### config.mk
export PLATFORM = sky130hd
export DESIGN_NAME = program_loader
export DESIGN_NICKNAME = d
export VERILOG_FILES = /design/src/rtl/program_loader.sv
export SDC_FILE = /design/constraint.sdc
export NUM_CORES = 1
export LEC_CHECK = 0
export ABC_AREA = 1
export BUFFER_PORTS_ARGS = -buffer_cell sky130_fd_sc_hd__buf_2
export CAP_MARGIN = 25
export CORE_ASPECT_RATIO = 0.8
export CORE_UTILIZATION = 30
export CTS_CLUSTER_SIZE = 12
export DETAILED_ROUTE_END_ITERATION = 7
export HOLD_SLACK_MARGIN = 0.05
export SETUP_SLACK_MARGIN = 0.02
export SKIP_CTS_REPAIR_TIMING = 1
export SLEW_MARGIN = 20
export SYNTH_ARGS = -nofsm -noshare
export SYNTH_HDL_FRONTEND = slang
export SYNTH_SLANG_ARGS = --single-unit
export TNS_END_PERCENT = 5
### constraint.sdc
create_clock -name clk -period 3.4 [get_ports clk]
set_clock_uncertainty 0.2 [all_clocks]
set_input_delay 0.34 -clock clk [delete_from_list [all_inputs] [get_ports clk]]
set_output_delay 0.34 -clock clk [all_outputs]
set_load 0.01 [all_outputs]
### src/rtl/program_loader.sv
// -----------------------------------------------------------------------------
// program_loader
// Writer side of the program memory write port. Parses a byte stream framed as
//   SYNC_BYTE, count[7:0], count[15:8], 4*count data bytes (LSB first)
// into 32-bit words and issues one-cycle write strobes. The core is held in
// reset (cpu_hold) until the whole image has been written.
//
// Optional feature (macro LOADER_CHECKSUM_EN): a trailing byte equal to the XOR
// of all data bytes is expected after the data. A mismatch raises load_error
// and keeps cpu_hold asserted in DONE.
//
// Ports
//   clk               clock, posedge
//   reset_n           asynchronous active-low reset
//   restart           pulse, re-arms the loader from any state
//   rx_byte[7:0]      received byte
//   rx_valid          rx_byte valid this cycle (always accepted)
//   mem_write_enable  one-cycle write strobe
//   mem_byte_address  BASE_ADDR + 4*word_index
//   mem_write_data    assembled word
//   cpu_hold          1 = keep core in reset
//   load_done         image written (level until restart/reset)
//   load_error        sticky: word count > MEM_WORDS or checksum failure
// -----------------------------------------------------------------------------
module program_loader #(
  parameter int unsigned MEM_WORDS = 256,
  parameter logic [31:0] BASE_ADDR = 32'h0000_0000,
  parameter logic [7:0]  SYNC_BYTE = 8'hA5
) (
  input  logic        clk,
  input  logic        reset_n,
  input  logic        restart,
  input  logic [7:0]  rx_byte,
  input  logic        rx_valid,
  output logic        mem_write_enable,
  output logic [31:0] mem_byte_address,
  output logic [31:0] mem_write_data,
  output logic        cpu_hold,
  output logic        load_done,
  output logic        load_error
);

  localparam int unsigned AW = 32;
  localparam int unsigned CW = 16;
  localparam int unsigned BW = 8;

`ifdef LOADER_CHECKSUM_EN
  typedef enum logic [2:0] {
    S_WAIT_SYNC = 3'd0,
    S_LEN_LO    = 3'd1,
    S_LEN_HI    = 3'd2,
    S_DATA      = 3'd3,
    S_CHECK     = 3'd4,
    S_DONE      = 3'd5
  } state_e;
  // State entered once the data section is exhausted
  localparam state_e S_TAIL = S_CHECK;
`else
  typedef enum logic [2:0] {
    S_WAIT_SYNC = 3'd0,
    S_LEN_LO    = 3'd1,
    S_LEN_HI    = 3'd2,
    S_DATA      = 3'd3,
    S_DONE      = 3'd4
  } state_e;
  localparam state_e S_TAIL = S_DONE;
`endif

  state_e          state_q, state_d;
  logic [CW-1:0]   count_q, count_d;
  logic [CW-1:0]   word_idx_q, word_idx_d;
  logic [1:0]      byte_cnt_q, byte_cnt_d;
  logic [23:0]     asm_q, asm_d;
  logic            we_q, we_d;
  logic [AW-1:0]   addr_q, addr_d;
  logic [AW-1:0]   wdata_q, wdata_d;
  logic            hold_q, hold_d;
  logic            done_q, done_d;
  logic            err_q, err_d;
`ifdef LOADER_CHECKSUM_EN
  logic [BW-1:0]   csum_q, csum_d;
  logic            csum_ok_q, csum_ok_d;
`endif

  // Helper terms for the current byte
  logic [CW-1:0]   len_c;
  logic [AW-1:0]   word_c;
  logic [AW-1:0]   word_addr_c;
  logic            last_word_c;
  logic            in_range_c;

  assign len_c       = {rx_byte, count_q[BW-1:0]};
  assign word_c      = {rx_byte, asm_q};
  assign word_addr_c = BASE_ADDR + {14'd0, word_idx_q, 2'b00};
  assign last_word_c = (word_idx_q + 16'd1) == count_q;
  assign in_range_c  = AW'(word_idx_q) < MEM_WORDS;

  // State and datapath register
  always_ff @(posedge clk or negedge reset_n) begin
    if (!reset_n) begin
      state_q    <= S_WAIT_SYNC;
      count_q    <= '0;
      word_idx_q <= '0;
      byte_cnt_q <= '0;
      asm_q      <= '0;
      we_q       <= 1'b0;
      addr_q     <= BASE_ADDR;
      wdata_q    <= '0;
      hold_q     <= 1'b1;
      done_q     <= 1'b0;
      err_q      <= 1'b0;
`ifdef LOADER_CHECKSUM_EN
      csum_q     <= '0;
      csum_ok_q  <= 1'b0;
`endif
    end else begin
      state_q    <= state_d;
      count_q    <= count_d;
      word_idx_q <= word_idx_d;
      byte_cnt_q <= byte_cnt_d;
      asm_q      <= asm_d;
      we_q       <= we_d;
      addr_q     <= addr_d;
      wdata_q    <= wdata_d;
      hold_q     <= hold_d;
      done_q     <= done_d;
      err_q      <= err_d;
`ifdef LOADER_CHECKSUM_EN
      csum_q     <= csum_d;
      csum_ok_q  <= csum_ok_d;
`endif
    end
  end

  // Next-state, frame parsing and output computation
  always_comb begin
    state_d    = state_q;
    count_d    = count_q;
    word_idx_d = word_idx_q;
    byte_cnt_d = byte_cnt_q;
    asm_d      = asm_q;
    we_d       = 1'b0;
    addr_d     = addr_q;
    wdata_d    = wdata_q;
    err_d      = err_q;
    hold_d     = 1'b1;
    done_d     = 1'b0;
`ifdef LOADER_CHECKSUM_EN
    csum_d     = csum_q;
    csum_ok_d  = csum_ok_q;
`endif

    if (restart) begin
      // Re-arm; any partially assembled word is dropped
      state_d    = S_WAIT_SYNC;
      count_d    = '0;
      word_idx_d = '0;
      byte_cnt_d = '0;
      asm_d      = '0;
      err_d      = 1'b0;
`ifdef LOADER_CHECKSUM_EN
      csum_d     = '0;
      csum_ok_d  = 1'b0;
`endif
    end else if (rx_valid) begin
      unique case (state_q)
        S_WAIT_SYNC: begin
          if (rx_byte == SYNC_BYTE) begin
            state_d    = S_LEN_LO;
            word_idx_d = '0;
            byte_cnt_d = '0;
            asm_d      = '0;
`ifdef LOADER_CHECKSUM_EN
            csum_d     = '0;
`endif
          end
        end
        S_LEN_LO: begin
          count_d = {8'h00, rx_byte};
          state_d = S_LEN_HI;
        end
        S_LEN_HI: begin
          count_d = len_c;
          // Oversized images still get consumed; only the write is suppressed
          if (AW'(len_c) > MEM_WORDS) begin
            err_d = 1'b1;
          end
          state_d = (len_c == '0) ? S_TAIL : S_DATA;
        end
        S_DATA: begin
`ifdef LOADER_CHECKSUM_EN
          csum_d = csum_q ^ rx_byte;
`endif
          byte_cnt_d = byte_cnt_q + 2'd1;
          unique case (byte_cnt_q)
            2'd0: asm_d[7:0]   = rx_byte;
            2'd1: asm_d[15:8]  = rx_byte;
            2'd2: asm_d[23:16] = rx_byte;
            2'd3: begin
              // Word complete: strobe on the following cycle
              asm_d      = '0;
              word_idx_d = word_idx_q + 16'd1;
              if (in_range_c) begin
                we_d    = 1'b1;
                addr_d  = word_addr_c;
                wdata_d = word_c;
              end
              if (last_word_c) begin
                state_d = S_TAIL;
              end
            end
            default: asm_d = asm_q;
          endcase
        end
`ifdef LOADER_CHECKSUM_EN
        S_CHECK: begin
          csum_ok_d = (rx_byte == csum_q);
          if (rx_byte != csum_q) begin
            err_d = 1'b1;
          end
          state_d = S_DONE;
        end
`endif
        S_DONE: begin
          state_d = S_DONE;
        end
        default: begin
          state_d = S_WAIT_SYNC;
        end
      endcase
    end

    // Status flags lag the DONE state by one cycle so the final strobe
    // completes before the core is released
    if (!restart) begin
      done_d = (state_q == S_DONE);
`ifdef LOADER_CHECKSUM_EN
      hold_d = !((state_q == S_DONE) && csum_ok_q);
`else
      hold_d = (state_q != S_DONE);
`endif
    end
  end

  assign mem_write_enable = we_q;
  assign mem_byte_address = addr_q;
  assign mem_write_data   = wdata_q;
  assign cpu_hold         = hold_q;
  assign load_done        = done_q;
  assign load_error       = err_q;

endmodule

==> flow_summary.ini <==
[placed_design]
portBuffers = 63
place_congestion = 0.859
hpwl_mm = 9.44
place_area_mm2 = 0.00584
dp_slack_ns = 0.802
placed_cells = 925

[sta]
rsz0062_at_grt = false
hold_viol = 0
slew-limit-headroom_pct = 34.7
worst_slack_ns = 0.821
setup_viol = 0
tightest_slew_ns = 0.973
period_needed_ns = 2.58
fin_crit_sh_pct = 75.9
fmax_ghz = 0.388
drv_slew = 0
setup_tns_ns = 0

[floorplanning]
start_util_pct = 30.7
die_x_um = 151
die-area_mm2 = 0.0183
fp.coreArea_mm2 = 0.0174
num_rows = 43
die_h_um = 121
ios = 80

[cells_and_area]
fillers = 1789
final_area_mm2 = 0.00644
final_common_cell = nand2_1
instances_no_fill = 959
syn_to_final_growth_pct = 20.8
final_cell_mix = 152 x nand2_1, 112 x dfrtp_1, 90 x inv_1, 63 x o21ai_0, 62 x buf_2
drive_above_1_share_pct = 16.2
final_nets = 740
diodes = 0

[route]
vias = 4378
drtPass1Iterations = 5
drt_iter0_markers = 392
drt-total-wl_mm = 13.1
viasPerCell = 4.57
wire_per_inst_um = 13.6
antenna_left = 0
drc = 0

[hold_path]
hold_path.class = in -> reg
min-delay-start = rx_byte[7]

[critical_path]
worstPathArrival_ns = 2.64
cp.buffers_inverters = 1
worstPathMaxFanout = 39
crit_start = byte_cnt_q[0]$_DFFE_PN0P_
required_ns = 3.46
worst-setup-path-type = reg -> reg
cp_slowest_cell = nand2_2
cp-end-kind = flip-flop
cp_top_family = simple AND/OR/NAND/NOR gates
rr_startpoint = byte_cnt_q[0]$_DFFE_PN0P_
startpoint_type = flip-flop
crit_path_cell_trace = ha_1 > nand4_1 > nor4_1 > nand2_2 > buf_4 > nand2_1 > o21ai_0
critical_path.max_stage_delay_ns = 0.49

[synthesis]
synthesis.area_mm2 = 0.00533
synthFlopType = dfrtp_1
synthDistinctLibCells = 31
syn-instance-count = 648
ys_ff_latch = 113
synth_edf_count = 0
seq_area_frac_synth_pct = 53.1
async_reset_ff_share_pct = 100
synth_area_per_cell_um2 = 8.23
yosysWarnings = 0

[grt]
overflow = 0
grt_max_degree = 61
grt_util_all_layers_pct = 15.2
antenna_found_initial = 0
grt_pass1_wl_mm = 21.2
grt_pass1_vias = 4005

[pwr]
vdd_drop_max_mv = 0.330
power_frac_seq_pct = 38.9
power.total_mw = 3.73
share_clk_of_total_power_pct = 45.4
intPower_mw = 2.66
power_per_cell_area_mw_per_mm2 = 579
p_sw_share_pct = 28.8
combPwrFrac_pct = 15.7
switchingPower_mw = 1.07
leakagePower_nw = 3.07

[clock_tree]
cts-htree-levels = 4
clkLatencyLatePin_ns = 0.41
clk_pin_slew_ns = 0.05
cts_root_buf = clkbuf_16
clk_path_buf_depth = 2
numCtsBuffers = 17
clock_sinks = 113
cts_tree = done

[run]
drv_cap = 0

[outcome]
status = completed
==> layer usage <==
layer / GRT usage, % / routed length, um
met1: 23.2 / 6800
met2: 20.5 / 5310
met3: 4.74 / 881
met4: 3.56 / 78
met5: 0 / 0
==> worst min-delay path: stages <==
cell and delay [ns]:
buf_2 0.12, nand3_1 0.09, o21ai_0 0.07
==> synth_stat cells, drive strengths merged (5+ instances only) <==
library cell	count	share of area, %
nand2	159	12
dfrtp	112	53
inv	94	6.6
o21ai	87	8.2
nand3	59	5.7
nor2	56	5.0
buf	22	3.1
o22ai	16	1.9
nand4	12	1.4
clkbuf	9	0.63
ha	5	1.2
==> area by class of cell <==
class                           instances  area [um2]  share of cell area (%)
Clock buffer                           24         472                    7.33
Clock inverter                          6        82.6                    1.28
Inverter                               95         357                    5.54
Multi-Input combinational cell        424        2010                    31.2
Sequential cell                       113        2830                    44.0
Tap cell                              225         282                    4.37
Timing Repair Buffer                   72         408                    6.34
==> per-stage QoR <==
step	utilization (%)	hold WS [ns]
final	37.0	0.0587
after global routing	37.0	0.0681
after CTS	36.8	-0.283
after detailed placement	33.6	0.144
after global placement	33.6	0.140
after floorplan	-	-0.156
==> flip-flops by register name, indices dropped and copies added (netlist names) <==
register and cells:
byte_cnt_q 2, word_idx_q 16, mem_write_data 32, load_error 1, state_q 3, mem_write_enable 1, mem_byte_address 16, load_done 1
count_q 16, asm_q 24, cpu_hold 1
==> final timing paths <==
| path | end | slack [ns] | cells after the start |
|---|---|---|---|
| min | count_q[15]$_DFFE_PN0P_ | 0.06 | 3 |
| max reg2reg | mem_write_data[27]$_DFFE_PN0P_ | 0.82 | 7 |
| min in group asynchronous | mem_byte_address[6]$_DFFE_PN0P_ | 0.25 | 2 |
| min reg2reg | mem_write_data[22]$_DFFE_PN0P_ | 0.28 | 2 |
| max in group asynchronous | cpu_hold$_DFF_PN1_ | 2.01 | 3 |
| max | mem_write_data[27]$_DFFE_PN0P_ | 0.82 | 7 |
==> power groups by stage <==
stage	Combinational, mW	Clock (mW)	Sequential, mW
after floorplan	0.439	0	1.46
after global placement	0.573	0	1.47
after detailed placement	0.578	0	1.47
after CTS	0.582	1.72	1.45
after global routing	0.664	1.79	1.46
final	0.585	1.69	1.45
==> kinds of logic (layout without fill, tap and decap cells) <==
logic type / after synthesis / count (layout) / synth area share [%]
buffers and inverters: 126 / 197 / 10.4
adders and majority gates: 5 / 5 / 1.17
and+or+nand+nor: 292 / 292 / 24.3
other: 1 / 16 / 0.0704
AOI/OAI and AO/OA: 111 / 111 / 11.0
DFF: 113 / 113 / 53.1
Power figures use the tool's default switching activity.
